$ cat src/rtl/sd_spi_master_if.sv
// CPU register bus for the SD SPI master: one word-addressed port with byte
// write enables and a combinational read-data return.
interface sd_spi_master_if;
  logic        select;
  logic [1:0]  addr;
  logic [3:0]  we;
  logic [31:0] wdata;
  logic [31:0] rdata;

  modport master (
    output select,
    output addr,
    output we,
    output wdata,
    input  rdata
  );

  modport slave (
    input  select,
    input  addr,
    input  we,
    input  wdata,
    output rdata
  );
endinterface

$ cat src/rtl/sd_spi_master.sv
// SPI mode-0 master for the SD card: one byte per transfer, MSB first,
// software-controlled chip select, level transfer-complete interrupt.
// Optional feature: define SD_SPI_CRC7_EN to add a CRC7 register at addr 2
// that accumulates every transmitted bit (poly x^7+x^3+1).
module sd_spi_master #(
  parameter int unsigned DEFAULT_DIV = 62,
  parameter int unsigned DIV_W       = 8
) (
  input  logic            clk,
  input  logic            reset,
  sd_spi_master_if.slave  bus,
  output logic            xfer_done,
  output logic            sd_sclk,
  output logic            sd_mosi,
  input  logic            sd_miso,
  output logic            sd_cs_n
);

  typedef enum logic [1:0] {StIdle, StLo, StHi, StFin} state_e;

  localparam logic [DIV_W-1:0] CntOne = DIV_W'(1);

  state_e           state_q, state_d;
  logic [DIV_W-1:0] cnt_q, cnt_d;
  logic [DIV_W-1:0] div_q, div_d;
  logic [DIV_W-1:0] div_lat_q, div_lat_d;
  logic [2:0]       bit_q, bit_d;
  logic [7:0]       tx_q, tx_d;
  logic [7:0]       sh_q, sh_d;
  logic [7:0]       rx_q, rx_d;
  logic             cs_q, cs_d;
  logic             done_q, done_d;

  logic wr_data, wr_ctrl, busy, tx_bit, sample;

  assign wr_data   = bus.select && bus.we[0] && (bus.addr == 2'd0);
  assign wr_ctrl   = bus.select && (bus.addr == 2'd1);
  assign busy      = (state_q != StIdle);
  assign tx_bit    = tx_q[3'd7 - bit_q];
  // First HI cycle: the card's bit has been stable for the whole LO phase.
  assign sample    = (state_q == StHi) && (cnt_q == '0);
  assign xfer_done = done_q;
  assign sd_cs_n   = ~cs_q;

  // State and datapath registers.
  always_ff @(posedge clk) begin
    if (reset) begin
      state_q   <= StIdle;
      cnt_q     <= '0;
      div_q     <= DIV_W'(DEFAULT_DIV);
      div_lat_q <= '0;
      bit_q     <= '0;
      tx_q      <= '0;
      sh_q      <= '0;
      rx_q      <= '0;
      cs_q      <= 1'b0;
      done_q    <= 1'b0;
    end else begin
      state_q   <= state_d;
      cnt_q     <= cnt_d;
      div_q     <= div_d;
      div_lat_q <= div_lat_d;
      bit_q     <= bit_d;
      tx_q      <= tx_d;
      sh_q      <= sh_d;
      rx_q      <= rx_d;
      cs_q      <= cs_d;
      done_q    <= done_d;
    end
  end

  // Next-state logic, register writes and SPI pin drive.
  always_comb begin
    state_d   = state_q;
    cnt_d     = cnt_q;
    div_d     = div_q;
    div_lat_d = div_lat_q;
    bit_d     = bit_q;
    tx_d      = tx_q;
    sh_d      = sh_q;
    rx_d      = rx_q;
    cs_d      = cs_q;
    done_d    = done_q;
    sd_sclk   = 1'b0;
    sd_mosi   = 1'b1;

    if (wr_ctrl && bus.we[0]) begin
      cs_d = bus.wdata[0];
      if (bus.wdata[2]) done_d = 1'b0;
    end
    if (wr_ctrl && bus.we[1]) div_d = bus.wdata[8 +: DIV_W];

    unique case (state_q)
      StIdle: begin
        if (wr_data) begin
          tx_d      = bus.wdata[7:0];
          div_lat_d = div_q;
          cnt_d     = '0;
          bit_d     = '0;
          done_d    = 1'b0;
          state_d   = StLo;
        end
      end
      StLo: begin
        sd_mosi = tx_bit;
        if (cnt_q == div_lat_q) begin
          cnt_d   = '0;
          state_d = StHi;
        end else begin
          cnt_d = cnt_q + CntOne;
        end
      end
      StHi: begin
        sd_sclk = 1'b1;
        sd_mosi = tx_bit;
        if (sample) sh_d = {sh_q[6:0], sd_miso};
        if (cnt_q == div_lat_q) begin
          cnt_d = '0;
          if (bit_q == 3'd7) begin
            state_d = StFin;
          end else begin
            bit_d   = bit_q + 3'd1;
            state_d = StLo;
          end
        end else begin
          cnt_d = cnt_q + CntOne;
        end
      end
      StFin: begin
        // Placed after the W1C decode so a same-cycle clear loses.
        rx_d    = sh_q;
        done_d  = 1'b1;
        state_d = StIdle;
      end
      default: state_d = StIdle;
    endcase
  end

`ifdef SD_SPI_CRC7_EN
  logic [6:0] crc_q, crc_d;
  logic       crc_fb;

  assign crc_fb = crc_q[6] ^ tx_bit;

  // CRC7 accumulates each transmitted bit once; a software clear wins.
  always_comb begin
    crc_d = crc_q;
    if (sample) crc_d = {crc_q[5:0], 1'b0} ^ ({7{crc_fb}} & 7'h09);
    if (bus.select && bus.we[0] && (bus.addr == 2'd2)) crc_d = '0;
  end

  // CRC register.
  always_ff @(posedge clk) begin
    if (reset) crc_q <= '0;
    else       crc_q <= crc_d;
  end
`endif

  // Register read-back mux.
  always_comb begin
    bus.rdata = '0;
    unique case (bus.addr)
      2'd0: bus.rdata[7:0] = rx_q;
      2'd1: begin
        bus.rdata[0]          = cs_q;
        bus.rdata[1]          = busy;
        bus.rdata[2]          = done_q;
        bus.rdata[8 +: DIV_W] = div_q;
      end
`ifdef SD_SPI_CRC7_EN
      2'd2: bus.rdata[7:0] = {crc_q, 1'b1};
`endif
      default: bus.rdata = '0;
    endcase
  end

endmodule

$ cat src/flat_wrapper.sv
// flat-port wrapper written by rule: the top's interface ports become plain ports
module sd_spi_master_flat 
#(
  parameter int unsigned DEFAULT_DIV = 62,
  parameter int unsigned DIV_W       = 8
)
  (clk, reset, xfer_done, sd_sclk, sd_mosi, sd_miso, sd_cs_n, bus_select, bus_addr, bus_we, bus_wdata, bus_rdata);
  sd_spi_master_if bus_i ();
  input  logic clk;
  input  logic reset;
  output logic xfer_done;
  output logic sd_sclk;
  output logic sd_mosi;
  input  logic sd_miso;
  output logic sd_cs_n;
  input wire logic [$bits(bus_i.select)-1:0] bus_select;
  input wire logic [$bits(bus_i.addr)-1:0] bus_addr;
  input wire logic [$bits(bus_i.we)-1:0] bus_we;
  input wire logic [$bits(bus_i.wdata)-1:0] bus_wdata;
  output wire logic [$bits(bus_i.rdata)-1:0] bus_rdata;
  assign bus_i.select = bus_select;
  assign bus_i.addr = bus_addr;
  assign bus_i.we = bus_we;
  assign bus_i.wdata = bus_wdata;
  assign bus_rdata = bus_i.rdata;
  sd_spi_master #(.DEFAULT_DIV(DEFAULT_DIV), .DIV_W(DIV_W)) u_core (.clk(clk), .reset(reset), .bus(bus_i), .xfer_done(xfer_done), .sd_sclk(sd_sclk), .sd_mosi(sd_mosi), .sd_miso(sd_miso), .sd_cs_n(sd_cs_n));
endmodule
$ cat config.mk
export PLATFORM = sky130hd
export DESIGN_NAME = sd_spi_master_flat
export DESIGN_NICKNAME = d
export VERILOG_FILES = /design/src/rtl/sd_spi_master_if.sv /design/src/rtl/sd_spi_master.sv /design/src/flat_wrapper.sv
export SDC_FILE = /design/constraint.sdc
export NUM_CORES = 1
export LEC_CHECK = 0
export CORE_MARGIN = 2
export CORE_UTILIZATION = 48
export CTS_CLUSTER_SIZE = 28
export DETAILED_ROUTE_END_ITERATION = 8
export PLACE_DENSITY = 0.82
export SETUP_SLACK_MARGIN = 0.2
export SLEW_MARGIN = 25
export SYNTH_ARGS = -nofsm -noshare
export SYNTH_HDL_FRONTEND = slang
export SYNTH_SLANG_ARGS = --single-unit
$ cat constraint.sdc
create_clock -name clk -period 2.2 [get_ports clk]
set_input_delay 0.22 -clock clk [delete_from_list [all_inputs] [get_ports clk]]
set_output_delay 0.22 -clock clk [all_outputs]
set_load 0.1 [all_outputs]
### After elaboration in Yosys (flattened, before gate mapping)

Cells that the tools add are included.

| cells by class | value |
|---|---|
| $add $sub $neg | 3 |
| multiply operators | 0 |
| divide/modulo/power cells | 0 |
| magnitude comparators | 1 |
| eq/ne operators | 10 |
| shift-type cells | 0 |
| muxes and demuxes | 23 |
| bitwise logic cells | 1 |
| reduce and logical (&&, ||, !) cells | 18 |

Operator list:

| kind | count |
|---|---|
| 2-to-1 mux 8 bit | 3 |
| one-hot mux 8 bit (2 select lines) | 1 |
| one-hot mux 3 bit (2 select lines) | 2 |
| 2-to-1 mux 3 bit | 3 |
| adder 8 x 1 -> 8 bit, second input constant | 1 |
| equality test 8 bit | 1 |
| zero test 8 bit | 1 |
| 2-to-1 mux 2 bit | 4 |
| one-hot mux 2 bit (4 select lines) | 1 |
| logical AND 1 bit | 6 |
| 2-to-1 mux 1 bit | 6 |
| AND reduction 2 bit | 3 |
| nonzero test 2 bit | 3 |
| 2-to-1 mux 5 bit | 1 |
| equality test 2 x 1 -> 1 bit, second input constant | 2 |
| equality test 2 bit, second input constant | 2 |
| zero test 2 bit | 2 |
| < comparator 3 x 4 -> 1 bit, second input constant | 1 |
| inequality test 2 x 1 -> 1 bit, second input constant | 2 |
| inequality test 2 bit, second input constant | 2 |
| AND reduction 4 bit | 1 |
| adder 3 x 1 -> 3 bit, second input constant | 1 |
| binary-select mux 1 bit (select 3 bit) | 1 |
| equality test 3 bit, second input constant | 1 |
| 5 further kinds | 5 |

| word-level totals | value |
|---|---|
| register bits | 55 |
| bits in latches | 0 |
| bits in writable memories | 0 |
| memory bits (read-only) | 0 |
| bits of input ports | 42 |
| output and inout bits | 36 |
| logic and storage cells | 66 |
| memories kept | 0 |

### Logic depth before layout (Yosys ltp)

Gate-level depths: netlist (run 1).

| depth | value |
|---|---|
| depth after elaboration | 6 |
| depth in mapped cells | 8 |
| mapped depth without buffers | 7 |

### Worst setup path after synthesis (run 1)

No wires, ideal clock.

| path | value |
|---|---|
| path kind | register to output |
| from | reg u_core.state_q[0] |
| to | out bus_rdata[1] |
| data arrival time | 2.993 ns |
| data required time | 1.980 ns |
| slack | -1.013 ns |
| cell stages (with the launch flop) | 5 |
| path buffers | 1 |
| path through | dfxtp_1 > inv_1 > ha_1 > clkbuf_1 > a211oi_1 |

| between the ends | value |
|---|---|
| word-level cells in the longest chain between the ends | 2 |

RTL lines:

| what | RTL line | text |
|---|---|---|
| start: declaration | sd_spi_master.sv:23 | `state_e state_q, state_d;` |
| start signal: assignment | sd_spi_master.sv:48 | `state_q <= StIdle;` |
| start signal: assignment | sd_spi_master.sv:59 | `state_q <= state_d;` |
| nonzero test 2 bit | sd_spi_master.sv:38 | `assign busy = (state_q != StIdle);` |
| one-hot mux 3 bit (2 select lines) | sd_spi_master.sv:162 | `unique case (bus.addr)` |
| end: declaration | flat_wrapper.sv:20 | `output wire logic [$bits(bus_i.rdata)-1:0] bus_rdata;` |

Every way passes these cells.

### Final worst setup path (run 1)

| path | value |
|---|---|
| from | in bus_addr[0] |
| to | out bus_rdata[15] |

| between the ends | value |
|---|---|
| word-level cells in the longest chain between the ends | 2 |

RTL lines:

| what | RTL line | text |
|---|---|---|
| start: declaration | flat_wrapper.sv:17 | `input wire logic [$bits(bus_i.addr)-1:0] bus_addr;` |
| equality test 2 x 1 -> 1 bit | sd_spi_master.sv:162 |  |
| 2-to-1 mux 8 bit | sd_spi_master.sv:162 |  |

Every way passes these cells.

==> flow_summary.yaml, run 1 <==
floorplan:
  dieArea_mm2: 0.00628
  io-pin-count: 78
  die_h_um: 79.2
  start_util: 0.496
  die_w_um: 79.2
  num_rows: 27
  coreArea_mm2: 0.00547
clock_network:
  cts_root_buffer: "clkbuf_8"
  clock-sinks: 55
  htreeDepth: 2
  numCtsBuffers: 5
  clock_latency_ps: 310
  tritoncts: "built"
  clock_path_buffers: 2
  cts_hold_buffers: 0
  clk_pin_slew_worst_paths_ps: 90
run_status:
  outcome: "finished, final reports clean"
power:
  p_seq_frac: 0.453
  finalPower_w: 0.00231
  power.leakage_nw: 1.38
  pwr-share-clk: 0.233
  p_per_area_mw_per_mm2: 670
  internal_power_w: 0.00146
  power_frac_comb: 0.314
  p_sw_w: 0.000845
  ir_drop_uv: 435
  swShare: 0.366
worst_hold_path:
  hp-class: "primary input to register"
grt:
  grt_max_degree: 51
  antenna_found_initial: 0
  grt_pass1_wl_um: 9690
  grtUsageTotal: 0.193
  first_global_vias: 2131
  gr-total-overflow: 0
placed_design:
  port-buffer-count: 43
  hpwl_um: 4350
  gp_routability_congestion: 0.832
  dp_cells: 431
  post-place-ws_ps: 206
synth:
  ys_ff_latch: 55
  synth_edf_count: 0
  ys_types: 44
  synth_area_mm2: 0.00272
  yosys_most_used_dff: "dfxtp_1"
  synth_area_leader_cell: "dfxtp_1"
  yosysWarnings: 0
  ys_seq_area_frac: 0.405
  syn_avg_cell_area_um2: 8.41
  synth.top_cells.by_area: "dfxtp_1, nand2_1, mux2i_1, a21oi_1, buf_4"
  synth_top_cell_area_share: 0.405
  synthCells: 323
  async_flop_share: 0
setup_path:
  worstPathRequired_ps: 1980
  crit_arrival_ps: 1660
  end_kind: "output pin"
  cp_max_fo: 11
  start_kind: "primary input"
  crit_type: "primary input to output pin"
timing:
  grt_setup_unrepaired: "false"
  relSlewSlack: 0.641
  hold_viol: 0
  slew_viol_final: 0
  period_share: 0.854
  setup_viol: 0
  layout_setup_ws_ps: 322
  maxClockFrequency_mhz: 532
  fin_crit_ps: 1880
  finClkSkew_ps: 6.57
  worst_slew_pin_slew_ps: 537
route:
  drc_errors: 0
  avgRoutedWirePerCell_um: 13.4
  first_iter_violations: 173
  vias: 2307
  wirelength_um: 5870
  drt-pass1-iter-count: 4
  ant_nets: 0
  via_per_inst: 5.26
run:
  drv_cap: 0
layout:
  final_cells: 439
  final_nets: 416
  regArea_mm2: 0.00110
  fillCellCount: 442
  syn2layout_area_growth_pct: 26.9
  drive_gt1_frac: 0.136
  multi_input_area_mm2: 0.00147
  diodes: 0
[Yosys cell counts (3+ instances only)]
library cell,count
nand4_1,6
buf_2,3
nand2_1,61
ha_1,8
and2_1,13
clkbuf_1,11
a21oi_1,30
nand3_1,6
buf_4,16
mux2i_1,22
nand3b_1,5
inv_1,9
xnor2_1,8
a21o_1,4
dfxtp_1,55
nor2_1,30
or3_1,3
[logic make-up after synthesis]
group           share of synthesized area
mux                                 0.102
fa+ha+maj                          0.0369
xor+xnor                           0.0258
flops                               0.405
other cells                       0.00138
compound gates                      0.111
simple gates                        0.239
buf+inv                            0.0792
[worst paths after layout]
check	from	endpoint	slack (ps)	cells past startpoint
setup / recovery	bus_addr[0]	bus_rdata[15]	320	6
hold / removal	bus_wdata[4]	u_core.tx_q[4]$_SDFFE_PP0P_	460	3
setup reg to reg	u_core.state_q[0]$_SDFFE_PP0P_	u_core.cnt_q[7]$_SDFFE_PP0P_	430	6
hold reg to reg	u_core.tx_q[7]$_SDFFE_PP0P_	u_core.tx_q[7]$_SDFFE_PP0P_	460	2
[registers in the layout (all words and copies together), names as in the netlist, 2 cells and up]
name and cells:
u_core.cnt_q 8, u_core.rx_q 8, u_core.div_lat_q 8, u_core.bit_q 3, u_core.div_q 8, u_core.tx_q 8
u_core.sh_q 8, u_core.state_q 2
[power groups by stage]
| stage | logic [W] | registers (W) | clock network, W |
|---|---|---|---|
| CTS | 0.000718 | 0.00105 | 0.000550 |
| detailed placement | 0.000715 | 0.00107 | 0 |
| floorplan | 0.000530 | 0.00107 | 0 |
| finish | 0.000725 | 0.00105 | 0.000538 |
| global placement | 0.000701 | 0.00107 | 0 |
| global route | 0.000769 | 0.00105 | 0.000585 |
[cell usage in the layout, fill, tap and decap left out, types with 2 or more instances in the layout]
cell type and count:
nand2_1 61, dfxtp_1 53, a21oi_1 30, nor2_1 29
clkdlybuf4s50_1 23, mux2i_1 22, buf_12 17, conb_1 16
and2_1 13, buf_4 12, inv_1 9, xnor2_1 8
nand3_1 6, nand4_1 6, ha_1 6, nand3b_1 5
clkbuf_8 5, a21o_1 4, or3_1 3, clkinv_2 3
nor2b_1 2, mux4_2 2, o22ai_1 2, o21ai_0 2
or2_0 2, ha_2 2, dfxtp_2 2
[timing repair]
action | in CTS | in global routing
endpoints found under the hold margin | 0 | 0
setup buffers | 0 | 0
gates resized for setup | 0 | 3
endpoints found under the setup margin | 0 | 5
[area by class of cell]
cell class,instances,area share
Multi-Input combinational cell,243,0.428
Sequential cell,55,0.320
Timing Repair Buffer,52,0.192
Tap cell,72,0.0261
Clock buffer,5,0.0200
Inverter,9,0.00980
Clock inverter,3,0.00436
[metrics by stage]
| step | hold slack, ps | instance area (um2) | util | setup TNS (ps) |
|---|---|---|---|---|
| after floorplan | 344 | 2790 | - | -119 |
| after global placement | 439 | 3360 | 0.613 | 0 |
| after detailed placement | 449 | 3360 | 0.613 | 0 |
| after CTS | 454 | 3440 | 0.629 | 0 |
| after global routing | 470 | 3450 | 0.630 | 0 |
| final | 455 | 3450 | 0.630 | 0 |
[critical path: stages]
cell and delay [ps]:
clkdlybuf4s50_1 510, buf_4 170, nor2b_1 170, buf_4 200
and2_1 190, buf_12 180
[layer usage]
metal  GRT usage  wire, um
met5           0         0
met4      0.0759        74
met3      0.0318       286
met2       0.310      2850
met1       0.258      2660
Note: power is estimated with default switching activity, not from simulation.
==> run 2, diff against run 1 <==
Settings changed: CORE_UTILIZATION 48 to 39, PLACE_DENSITY 0.82 to 0.69.
==> flow_summary.yaml, run 2 (synthesized netlist as in run 1, its figures left out) <==
grt:
  first_global_vias: 2115
  grt_pass1_wl_um: 9590
  gr-total-overflow: 0
  grt_max_degree: 30
  antenna_found_initial: 0
  grtUsageTotal: 0.158
power:
  power.leakage_nw: 1.38
  ir_drop_uv: 360
  p_per_area_mw_per_mm2: 676
route:
  vias: 2211
  drc_errors: 0
  avgRoutedWirePerCell_um: 12.5
  via_per_inst: 4.96
  ant_nets: 0
  drt-pass1-iter-count: 4
  first_iter_violations: 96
  wirelength_um: 5590
clock_network:
  tritoncts: "built"
  clk_pin_slew_worst_paths_ps: 90
  htreeDepth: 2
  postCtsResizedCells: 0
  clock_path_buffers: 2
  numCtsBuffers: 5
  clock_latency_ps: 310
  cts_setup_buffers: 0
  clock-sinks: 55
  cts_hold_buffers: 0
  cts_root_buffer: "clkbuf_8"
placed_design:
  post-place-ws_ps: 249
  gp_routability_congestion: 0.813
  port-buffer-count: 43
  placed_area_mm2: 0.00336
  hpwl_um: 4180
layout:
  fin_area_mm2: 0.00345
  final_nets: 416
  diodes: 0
  syn2layout_area_growth_pct: 27.1
  final_common_cell: "nand2_1"
  drive_gt1_frac: 0.131
  fillCellCount: 622
  final_cell_mix: "nand2_1, dfxtp_1, a21oi_1"
floorplan:
  io-pin-count: 78
  num_rows: 30
  start_util: 0.402
  die_w_um: 87.5
  coreArea_mm2: 0.00676
  die_h_um: 87.5
  dieArea_mm2: 0.00765
timing:
  finClkSkew_ps: 10.7
  setup_viol: 0
  slew_viol_final: 0
  fin_crit_ps: 1900
  layout_setup_ws_ps: 301
  maxClockFrequency_mhz: 526
  relSlewSlack: 0.603
  grt_setup_unrepaired: "false"
  hold_viol: 0
  worst_slew_pin_slew_ps: 596
  period_share: 0.863
setup_path:
  worstPathRequired_ps: 1980
  cp_max_fo: 5
  crit_arrival_ps: 1680
  start_kind: "register"
  end_kind: "output pin"
  crit_type: "register to output pin"
run_status:
  outcome: "finished, final reports clean"
run:
  drv_cap: 0
worst_hold_path:
  hp-class: "primary input to register"
-- run 2: cell types whose count changed in the layout (fill, tap and decap cells not counted) --
cell             change
buf_2                +1
clkbuf_8             +1
clkdlybuf4s50_1      -1
dfxtp_2              -2
clkinv_2             -2
dfxtp_1              +2
-- run 2: area by class of cell --
type                       count  area, um2  share of cell area
clock buffer                   6       82.6              0.0239
inverter                       9       33.8             0.00979
clock inverter                 1       5.00             0.00145
timing repair buffer          52        656               0.190
multi-input combinational    243       1470               0.427
sequential                    55       1100               0.319
tap                           80        100              0.0290
-- run 2: per-stage QoR --
step	hold slack (ps)	setup TNS (ps)	util	std cells	power [W]
global route	401	0	0.511	446	0.00243
CTS	372	0	0.511	446	0.00234
global placement	441	0	0.498	439	0.00177
detailed placement	448	0	0.498	439	0.00179
finish	374	0	0.511	446	0.00234
floorplan	344	-119	-	338	0.00160
-- run 2: final timing paths --
kind | slack (ps) | end | cells past startpoint | from
max | 300 | sd_mosi | 4 | u_core.bit_q[0]$_SDFFE_PP0P_
min | 370 | u_core.cs_q$_SDFFE_PP0N_ | 2 | reset
max reg2reg | 410 | u_core.cnt_q[4]$_SDFFE_PP0P_ | 7 | u_core.state_q[0]$_SDFFE_PP0P_
min reg2reg | 460 | u_core.tx_q[5]$_SDFFE_PP0P_ | 2 | u_core.tx_q[5]$_SDFFE_PP0P_
-- run 2: worst max-delay path, stage by stage (launching register included) --
cell	delay, ps
dfxtp_1	430
mux4_2	510
mux2i_1	140
nand2_1	110
buf_12	180
-- run 2: per-layer routing --
metal / part of all wire / vias to the layer above / GRT usage
met3: 0.039 / 7 / 0.0294
li1: - / 1145 / -
met5: 0 / - / 0
met4: 0.017 / 0 / 0.0629
met2: 0.45 / 49 / 0.247
met1: 0.49 / 1010 / 0.217
-- run 2: power by group --
part / switching, W / internal [W] / total, W
Sequential: 0.0000243 / 0.00102 / 0.00105
Clock: 0.000318 / 0.000248 / 0.000566
Combinational: 0.000499 / 0.000224 / 0.000723
